===== src/rtl/bounce_gen_amisha.sv =====
// Switch-bounce emulator.
// Turns a clean level request into a mechanically realistic bouncy switch
// signal. The first edge follows the request at once. A train of glitch
// pairs with LFSR-jittered spacing follows, and then a settle period ends
// the sequence. It drives the debouncer in self-test and in end-to-end benches.
module bounce_gen_amisha #(
    parameter int N_BOUNCE = 3,   // away-and-back glitch pairs after the first edge (0..15)
    parameter int MIN_GAP  = 4,   // minimum hold of every bouncy level (>= 1)
    parameter int GAP_W    = 3,   // width of the random gap extension (1..8)
    parameter int RAND_EN  = 1,   // 1: LFSR-extended gaps, 0: fixed MIN_GAP
    parameter int SETTLE   = 16   // hold of the final level before done (>= 1)
) (
    input  logic clk_amisha,
    input  logic reset_amisha,
    input  logic level_amisha,
    input  logic en_amisha,
    output logic sw_amisha,
    output logic busy_amisha,
    output logic done_amisha
);

    // One shared down-counter times both the gaps and the settle period.
    // It must be wide enough for the longer of the two.
    localparam int GAP_MAX = MIN_GAP + (1 << GAP_W) - 1;
    localparam int CNT_MAX = (GAP_MAX > SETTLE) ? GAP_MAX : SETTLE;
    localparam int CNT_W   = $clog2(CNT_MAX + 1);
    localparam int TOG_W   = 5;   // 2*15 toggles fit in five bits

    localparam logic [CNT_W-1:0] SETTLE_CNT = CNT_W'(SETTLE);
    localparam logic [CNT_W-1:0] CNT_ONE    = CNT_W'(1);
    localparam logic [TOG_W-1:0] TOG_TARGET = TOG_W'(2 * N_BOUNCE);
    localparam logic [7:0]       LFSR_SEED  = 8'hA5;

    typedef enum logic [1:0] {
        S_IDLE   = 2'd0,
        S_GAP    = 2'd1,
        S_SETTLE = 2'd2
    } state_t;

    state_t           state_reg, state_next;
    logic             sw_reg, sw_next;
    logic             target_reg, target_next;
    logic [CNT_W-1:0] cnt_reg, cnt_next;
    logic [TOG_W-1:0] tog_reg, tog_next;
    logic [TOG_W-1:0] tog_inc;
    logic             busy_reg;
    logic             done_reg, done_next;
    logic [7:0]       lfsr_reg;
    logic             lfsr_fb;
    logic [CNT_W-1:0] gap_value;

    // The upper LFSR bits only matter for the sequence itself.
    // With RAND_EN=0 the register feeds nothing.
    logic             lfsr_unused;
    assign lfsr_unused = ^lfsr_reg;

    // Fibonacci taps for x^8 + x^6 + x^5 + x^4 + 1.
    assign lfsr_fb = lfsr_reg[7] ^ lfsr_reg[5] ^ lfsr_reg[4] ^ lfsr_reg[3];

    // Free-running LFSR: it advances every cycle, so the gap value depends
    // on when the gap is loaded, not only on how many gaps came before.
    always_ff @(posedge clk_amisha or negedge reset_amisha) begin
        if (!reset_amisha) begin
            lfsr_reg <= LFSR_SEED;
        end else begin
            lfsr_reg <= {lfsr_reg[6:0], lfsr_fb};
        end
    end

    // Gap length sampled whenever the counter is reloaded for a new level.
    generate
        if (RAND_EN != 0) begin : g_rand_gap
            assign gap_value = CNT_W'(MIN_GAP) + CNT_W'(lfsr_reg[GAP_W-1:0]);
        end else begin : g_fixed_gap
            assign gap_value = CNT_W'(MIN_GAP);
        end
    endgenerate

    assign tog_inc = tog_reg + 5'd1;

    // Next-state logic. A running sequence ignores level and en, so it
    // always finishes on target before a new request is looked at.
    always_comb begin
        state_next  = state_reg;
        sw_next     = sw_reg;
        target_next = target_reg;
        cnt_next    = cnt_reg;
        tog_next    = tog_reg;
        done_next   = 1'b0;

        case (state_reg)
            S_IDLE: begin
                if (level_amisha != sw_reg) begin
                    sw_next     = level_amisha;
                    target_next = level_amisha;
                    if (en_amisha) begin
                        tog_next = '0;
                        if (N_BOUNCE == 0) begin
                            state_next = S_SETTLE;
                            cnt_next   = SETTLE_CNT;
                        end else begin
                            state_next = S_GAP;
                            cnt_next   = gap_value;
                        end
                    end else begin
                        // Pass-through mode: a clean edge that completes at once.
                        done_next = 1'b1;
                    end
                end
            end

            S_GAP: begin
                if (cnt_reg == CNT_ONE) begin
                    sw_next  = ~sw_reg;
                    tog_next = tog_inc;
                    // An even toggle count puts sw back on target, so the last
                    // glitch pair is complete once the count reaches 2*N_BOUNCE.
                    if (tog_inc == TOG_TARGET) begin
                        state_next = S_SETTLE;
                        cnt_next   = SETTLE_CNT;
                    end else begin
                        cnt_next = gap_value;
                    end
                end else begin
                    cnt_next = cnt_reg - 1'b1;
                end
            end

            S_SETTLE: begin
                sw_next = target_reg;
                if (cnt_reg == CNT_ONE) begin
                    state_next = S_IDLE;
                    done_next  = 1'b1;
                end else begin
                    cnt_next = cnt_reg - 1'b1;
                end
            end

            default: begin
                state_next = S_IDLE;
            end
        endcase
    end

    // State and output registers. busy is derived from the next state so
    // that it is high exactly while the registered state is not IDLE.
    always_ff @(posedge clk_amisha or negedge reset_amisha) begin
        if (!reset_amisha) begin
            state_reg  <= S_IDLE;
            sw_reg     <= 1'b0;
            target_reg <= 1'b0;
            cnt_reg    <= '0;
            tog_reg    <= '0;
            busy_reg   <= 1'b0;
            done_reg   <= 1'b0;
        end else begin
            state_reg  <= state_next;
            sw_reg     <= sw_next;
            target_reg <= target_next;
            cnt_reg    <= cnt_next;
            tog_reg    <= tog_next;
            busy_reg   <= (state_next != S_IDLE);
            done_reg   <= done_next;
        end
    end

    assign sw_amisha   = sw_reg;
    assign busy_amisha = busy_reg;
    assign done_amisha = done_reg;

endmodule


===== config.mk =====
export PLATFORM = sky130hd
export DESIGN_NAME = bounce_gen_amisha
export DESIGN_NICKNAME = d
export VERILOG_FILES = /design/src/rtl/bounce_gen_amisha.sv
export SDC_FILE = /design/constraint.sdc
export NUM_CORES = 1
export LEC_CHECK = 0
export ABC_AREA = 0
export CORE_ASPECT_RATIO = 1.5
export CORE_UTILIZATION = 40
export DETAILED_ROUTE_END_ITERATION = 8
export DONT_BUFFER_PORTS = 1
export SYNTH_ARGS = -nofsm -noshare
export SYNTH_HDL_FRONTEND = slang
export SYNTH_SLANG_ARGS = --single-unit
export TNS_END_PERCENT = 50

===== constraint.sdc =====
create_clock -name clk_amisha -period 2.05 [get_ports clk_amisha]
set_input_delay 0.3075 -clock clk_amisha [delete_from_list [all_inputs] [get_ports clk_amisha]]
set_output_delay 0.3075 -clock clk_amisha [all_outputs]
set_load 0.01 [all_outputs]

==> results of run 1 <==
## per-stage QoR
stage	area [µm²]	worst slack, ns
final	1510	0.176
after global routing	1510	0.0385
after CTS	1510	0.112
after detailed placement	1410	0.145
after global placement	1410	0.152
after floorplan	1340	0.291
## layer usage
layer / wire length [µm] / share of wire [%] / vias up / global-route usage [%]
met5: 0 / 0 / - / 0
met4: 29 / 1.2 / 0 / 6.54
met3: 44 / 1.8 / 4 / 2.71
met2: 1330 / 55 / 12 / 29.5
met1: 1030 / 42 / 489 / 17.6
li1: - / - / 477 / -
## worst paths after layout
path                               from           to  slack, ns
setup / recovery             cnt_reg[1]  busy_amisha       0.18
hold / removal                en_amisha  done_amisha       0.13
setup reg to reg             cnt_reg[1]  busy_amisha       0.18
hold reg to reg             lfsr_reg[6]  lfsr_reg[7]       0.36
max in group asynchronous  reset_amisha  lfsr_reg[5]       1.36
min in group asynchronous  reset_amisha  done_amisha       0.45
## placed cells by master (no fill, tap or decap), types with 5 or more instances in the layout
master    n
dfrtp_1  20
nand2_1  15
o21ai_1  11
inv_1     9
ha_1      8
nor2_1    6
nand3_1   5
## cell type report
type	instances	area [µm²]	share of cell area [%]
inverters	11	41.3	2.73
clock buffers	3	41.3	2.73
flip-flops and latches	24	606	40.1
multi-input cells	95	698	46.2
well taps	40	50.0	3.31
repair buffers	4	45.0	2.98
clock inverters	1	30.0	1.99
## cells by family (layout without fill, tap and decap cells)
group	Yosys count	after routing	synth area share (%)
AOI/OAI and AO/OA	42	42	25.1
xor gates and xnor gates	4	4	2.61
adders and majority gates	8	8	7.46
buffers and inverters	11	19	3.08
DFF	24	24	45.1
muxes	1	1	0.746
and+or+nand+nor	40	40	15.9
## worst max-delay path, stage by stage, from the launching register on
cell	delay, ns
dfrtp_1	0.40
inv_1	0.11
ha_1	0.18
or4b_4	0.51
a21oi_1	0.22
nand2_1	0.10
a2bb2oi_2	0.17
a21oi_1	0.08
## where the power goes
part	total (mW)	internal [mW]	switching (mW)
Combinational	0.785	0.342	0.444
Sequential	0.693	0.566	0.127
Clock	0.410	0.261	0.150
## what timing repair did
| action | in CTS | in global routing |
|---|---|---|
| hold buffers | 2 | 0 |
| hold endpoints to repair | 24 | 0 |
| setup endpoints to repair | 0 | 4 |
| resized for setup | 0 | 1 |
==> results.cfg, run 1 <==
[clock_network]
cts_tree = built
clk_path_buf_depth = 2
cts-htree-levels = 1
cts_root_buffer = clkbuf_8
path_clk_slew_ns = 0.09
clock_latency_ns = 0.27
cts_buffers = 3
cts.sink_count = 24
cts_setup_buffers = 0

[flow_run]
cap_violations = 0

[finish]
nets = 151
layout-drive-gt1-share_pct = 18.8
antenna_cells = 0
finalNonFillerCells = 178
largest_reg_flops = 8
area_delta_synth_final_pct = 12.7
fin_util_pct = 47.8
num-fill-cells = 306

[sta]
fin_worst_skew_ns = 0.00671
fin_hold_ws_ns = 0.135
timing.setup.tns_ns = 0
final-hold-violation-count = 0
drv_slew = 0
fmax_mhz = 534
period_needed_ns = 1.87
setup_viol = 0
rsz0062_at_grt = false
period_share_pct = 91.4
worstMarginPinSlew_ns = 0.405
maxSlewHeadroom_pct = 72.9

[min_path]
hp-class = in2reg
whs_path_depth = 1

[yosys]
synth-seq-area-share_pct = 45.1
syn-num-nets = 142
syn_avg_cell_area_um2 = 10.3
yosysTopAreaCellShare_pct = 37.3
synth_edf_count = 0
yosysTopAreaCell = dfrtp_1
ys_ff_latch = 24
netlist_instances = 130
synth_warnings = 0
ys_top_cells_by_count = dfrtp_1, nand2_1, o21ai_1, inv_1, ha_1
ys_types = 39
syn_area_um2 = 1340
async_flop_share_pct = 100
synth.most_common_cell = dfrtp_1
dominantRegCellSynth = dfrtp_1
netlist_top_cells_area = dfrtp_1, dfstp_2, ha_1

[drt]
drc = 0
viasPerCell = 5.52
ant_nets = 0
wl_per_cell_um = 13.7
drt_first_pass_iters = 4
vias = 982
wl_um = 2430
drt_iter0_drc = 19

[setup_path]
cp_max_fo = 3
cp.required_ns = 2.20
cp.arrival_ns = 2.03
crit_path_start_kind = flop
critPathKind = reg2reg
crit_path_end_kind = flop
rr_worst_depth = 7

[pwr]
leakage_nw = 0.655
ir_drop_v = 0.000701
finalPower_mw = 1.89
power_density_nw_per_um2 = 1250

[placement]
numPortBuffers = 0
dp_hpwl_um = 1840
gp_congestion = 0.844
dp_cells = 172

[floorplan]
num_rows = 25
ios = 7
die_area_um2 = 3590
initial_utilization_pct = 42.5
die_x_um = 49.3
core_area_um2 = 3160
fp.dieH_um = 72.9

[grt]
grt_pass1_wl_um = 4360
track_usage_pct = 15.9
grt_start_max_net_pins = 25
grt_pass1_vias = 1013
antenna_found_initial = 0
overflow = 0

[status]
status = complete, no violations
Note: power is estimated with default switching activity, not from simulation.
==> run 2, diff against run 1 <==
- CORE_ASPECT_RATIO: 1.5 -> 1.75
==> run 2 against run 1 <==
Net effect:
- via count is 0.92% higher
- sequential share of layout area is 0.066 points higher
- flip-flop and latch count stayed put
==> results.cfg, run 2 (synthesis results as in run 1) <==
[placement]
dp_hpwl_um = 2200
dp_cells = 177
gp_congestion = 0.766
numPortBuffers = 0

[finish]
finalNonFillerCells = 182
num-fill-cells = 337
fin_util_pct = 47.5
largest_reg_flops = 8
multi_input_area_um2 = 697
layout_common_cells = dfrtp_1, nand2_1, o21ai_1
nets = 152
regArea_um2 = 606
antenna_cells = 0
area_delta_synth_final_pct = 12.5
final_common_cell = dfrtp_1
layout-drive-gt1-share_pct = 19.4

[min_path]
hp-class = in2reg

[clock_network]
cts_buffers = 3
path_clk_slew_ns = 0.09
cts-htree-levels = 1
cts_tree = built
clk_path_buf_depth = 2
cts.sink_count = 24
cts_root_buffer = clkbuf_8
cts_setup_buffers = 0
clock_latency_ns = 0.27

[pwr]
power_density_nw_per_um2 = 1300
leakage_nw = 0.652
ir_drop_v = 0.000631

[drt]
vias = 991
viasPerCell = 5.45
drt_first_pass_iters = 4
wl_um = 2870
drc = 0
wl_per_cell_um = 15.8
ant_nets = 0
drt_iter0_drc = 23

[grt]
grt_pass1_vias = 1101
grt_start_max_net_pins = 25
overflow = 0
track_usage_pct = 18.7
grt_pass1_wl_um = 4920
antenna_found_initial = 0

[setup_path]
crit_path_start_kind = flop
cp_max_fo = 4
critPathKind = reg2reg
crit_path_end_kind = flop
cp.arrival_ns = 2.09
rrSetupSlack_ns = 0.16
cp.required_ns = 2.24

[sta]
maxSlewHeadroom_pct = 29.8
rsz0062_at_grt = false
final-hold-violation-count = 0
worstMarginPinSlew_ns = 1.05
period_share_pct = 92.4
fmax_mhz = 528
fin_worst_skew_ns = 0.00290
setup_viol = 0
drv_slew = 0
timing.setup.tns_ns = 0
period_needed_ns = 1.89

[floorplan]
ios = 7
fp.dieH_um = 78.6
core_area_um2 = 3180
die_x_um = 45.8
initial_utilization_pct = 42.2
num_rows = 27
die_area_um2 = 3600

[flow_run]
cap_violations = 0

[status]
status = complete, no violations
## run 2: cell types whose count changed in the layout (fill, tap and decap cells not counted), sizes merged
cell	delta
buf	+1
## run 2: final timing paths
path / startpoint / end / cells past startpoint
min reg2reg: lfsr_reg[6] / lfsr_reg[7] / 0
min: en_amisha / done_amisha / 1
max reg2reg: cnt_reg[1] / cnt_reg[2] / 6
min in group asynchronous: reset_amisha / lfsr_reg[6] / 1
max in group asynchronous: reset_amisha / tog_reg[2] / 1
max: cnt_reg[1] / cnt_reg[2] / 6
## run 2: repair_timing
item / 4_1_cts / 5_1_grt
hold buffers: 1 / 0
endpoints found under the hold margin: 24 / 0
endpoints found under the setup margin: 0 / 1
gates resized for setup: 0 / 1
## run 2: metal layers
| layer | vias up | wire length (µm) | track usage [%] |
|---|---|---|---|
| li1 | 478 | - | - |
| met1 | 486 | 1080 | 17.5 |
| met2 | 19 | 1670 | 36.3 |
| met3 | 8 | 62 | 2.53 |
| met4 | 0 | 66 | 8.53 |
| met5 | - | 0 | 0 |
## run 2: where the power goes
group	internal (mW)	switching [mW]
clock	0.261	0.158
combinational	0.355	0.483
sequential	0.566	0.132
## run 2: critical path, stage by stage, from the launching register on
cell       delay [ns]
dfrtp_1          0.40
inv_1            0.10
ha_1             0.19
or4b_4           0.51
o41ai_4          0.33
a2bb2oi_1        0.13
o2bb2ai_1        0.16
## run 2: final cells by class
class | count | share of cell area [%]
repair buffers | 5 | 2.65
clock inverters | 1 | 1.99
inverters | 11 | 2.74
well taps | 43 | 3.57
flip-flops and latches | 24 | 40.1
clock buffers | 3 | 2.74
multi-input cells | 95 | 46.2
## run 2: through the flow
step / power [mW] / hold slack [ns] / setup WS (ns) / cell area [µm²]
detailed placement: 1.54 / 0.0125 / 0.189 / 1430
floorplan: 1.31 / 0.0119 / 0.291 / 1340
global placement: 1.50 / 0.0124 / 0.218 / 1430
finish: 1.95 / 0.134 / 0.155 / 1510
global route: 2.10 / 0.127 / 0.0297 / 1510
CTS: 1.97 / 0.132 / 0.151 / 1510
==> run 3, diff against run 2 <==
- GPL_TIMING_DRIVEN: unset -> 0
==> run 3 against run 2 <==
Net effect:
- sequential share of layout area is 0.64 points higher
- sequential power hardly changed
- cell count is 2.2% lower
- clock skew is 0.0016 ns lower
- clock-buffer cell count stayed put
- register-to-register slack hardly changed
- critical endpoint is now cnt_reg[4]
==> results.cfg, run 3 (synthesis results as in run 1) <==
[pwr]
power_switching_mw = 0.748
sw_frac_of_total_pct = 39.2
finalPower_mw = 1.91
seqPwrFrac_pct = 36.5
power_density_nw_per_um2 = 1280
power_frac_comb_pct = 42.2
p_clk_share_pct = 21.3
power.internal_mw = 1.16
leakage_nw = 0.636
ir_drop_v = 0.000723

[drt]
drt_iter0_drc = 23
wl_met2_um = 1550
wl_um = 2660
vias = 967
drt_first_pass_iters = 4
ant_nets = 0
met3_length_um = 45
wl_per_cell_um = 14.9
drt-met1-wl_um = 984
viasPerCell = 5.43
dr.max_layer_used = met4
drc = 0

[finish]
largest_reg_flops = 8
layout_common_cells = dfrtp_1, nand2_1, o21ai_1
area_delta_synth_final_pct = 10.7
final_common_cell = dfrtp_1
nets = 148
antenna_cells = 0
layout-drive-gt1-share_pct = 17.8

[clock_network]
cts.sink_count = 24
cts_buffers = 3
clock_latency_ns = 0.26
cts-htree-levels = 1
clk_path_buf_depth = 2
cts_root_buffer = clkbuf_8
path_clk_slew_ns = 0.08
cts_tree = built
cts_setup_buffers = 0

[setup_path]
cp.required_ns = 2.20
cp.depth = 6
crit_path_start_kind = flop
crit_path_top_delay_cell = nor4b_2
path_buf_inv = 1
cpPeakStageDelay_ns = 0.43
cp_top_family = simple AND/OR/NAND/NOR gates
rrSetupSlack_ns = 0.15
critPathKind = reg2reg
cp.arrival_ns = 2.06
cp_max_fo = 4
rr_worst_depth = 6
crit_path_end_kind = flop
path_cells = inv_1 > ha_1 > nor4b_2 > nand2_1 > and3_1 > a41o_1

[sta]
rsz0062_at_grt = false
period_needed_ns = 1.90
setup_viol = 0
worstMarginPinSlew_ns = 1.02
fmax_mhz = 526
timing.setup.tns_ns = 0
period_share_pct = 92.8
drv_slew = 0
maxSlewHeadroom_pct = 31.7
final-hold-violation-count = 0
fin_worst_skew_ns = 0.00133

[grt]
grt_pass1_wl_um = 4490
overflow = 0
grt_start_max_net_pins = 25
track_usage_pct = 17.3
antenna_found_initial = 0
grt_pass1_vias = 1025

[floorplan]
die_area_um2 = 3600
die_x_um = 45.8
fp.dieH_um = 78.6
num_rows = 27
ios = 7
core_area_um2 = 3180
initial_utilization_pct = 42.2

[placement]
numPortBuffers = 0
gp_congestion = 0.828
dp_hpwl_um = 2050

[min_path]
whs_path_depth = 1
hp-class = in2reg

[flow_run]
cap_violations = 0

[status]
status = complete, no violations
==> run 3: cell count changes in the layout (fill, tap and decap cells not counted), sizes merged <==
| cell | previous run | this run |
|---|---|---|
| buf | 4 | 0 |
==> run 3: power by group through the flow <==
stage | Sequential [mW] | Combinational, mW | Clock [mW]
after CTS | 0.696 | 0.800 | 0.423
after global routing | 0.713 | 0.899 | 0.446
after floorplan | 0.673 | 0.637 | 0
final | 0.696 | 0.805 | 0.405
after detailed placement | 0.706 | 0.783 | 0
after global placement | 0.698 | 0.752 | 0
==> run 3: final cells by class <==
type | instances | area [µm²]
clock inverters | 1 | 30.0
inverters | 11 | 41.3
clock buffers | 3 | 41.3
flip-flops and latches | 24 | 606
fillers | 332 | 1690
repair buffers | 1 | 10.0
well taps | 43 | 53.8
multi-input cells | 95 | 703
==> run 3: path summary, 6_finish.rpt <==
| path | start | to |
|---|---|---|
| min | en_amisha | done_amisha |
| min reg2reg | lfsr_reg[6] | lfsr_reg[7] |
| max reg2reg | cnt_reg[1] | cnt_reg[4] |
| max in group asynchronous | reset_amisha | tog_reg[4] |
| min in group asynchronous | reset_amisha | state_reg[0] |
| max | cnt_reg[1] | cnt_reg[4] |
==> run 3: timing repair <==
item / 4_1_cts / 5_1_grt
endpoints found under the setup margin: 0 / 6
endpoints found under the hold margin: 24 / 0
gates resized for setup: 0 / 2
hold buffers: 1 / 0
==> run 3: metrics by stage <==
stage          std cells  instance area (µm²)  utilization (%)  hold WS [ns]  worst slack, ns
5_1_grt              178                 1490             46.8         0.113           0.0115
3_3_place_gp         173                 1400             43.9        0.0125            0.115
6_report             178                 1490             46.8         0.125            0.148
2_1_floorplan        130                 1340                -        0.0119            0.291
3_5_place_dp         173                 1400             43.9        0.0125           0.0753
4_1_cts              178                 1480             46.5         0.118           0.0491
==> run 3: metal layers <==
metal | vias to the layer above | global-route usage (%)
li1 | 473 | -
met1 | 478 | 16.9
met2 | 9 | 31.9
met3 | 7 | 2.76
met4 | 0 | 9.41
met5 | - | 0
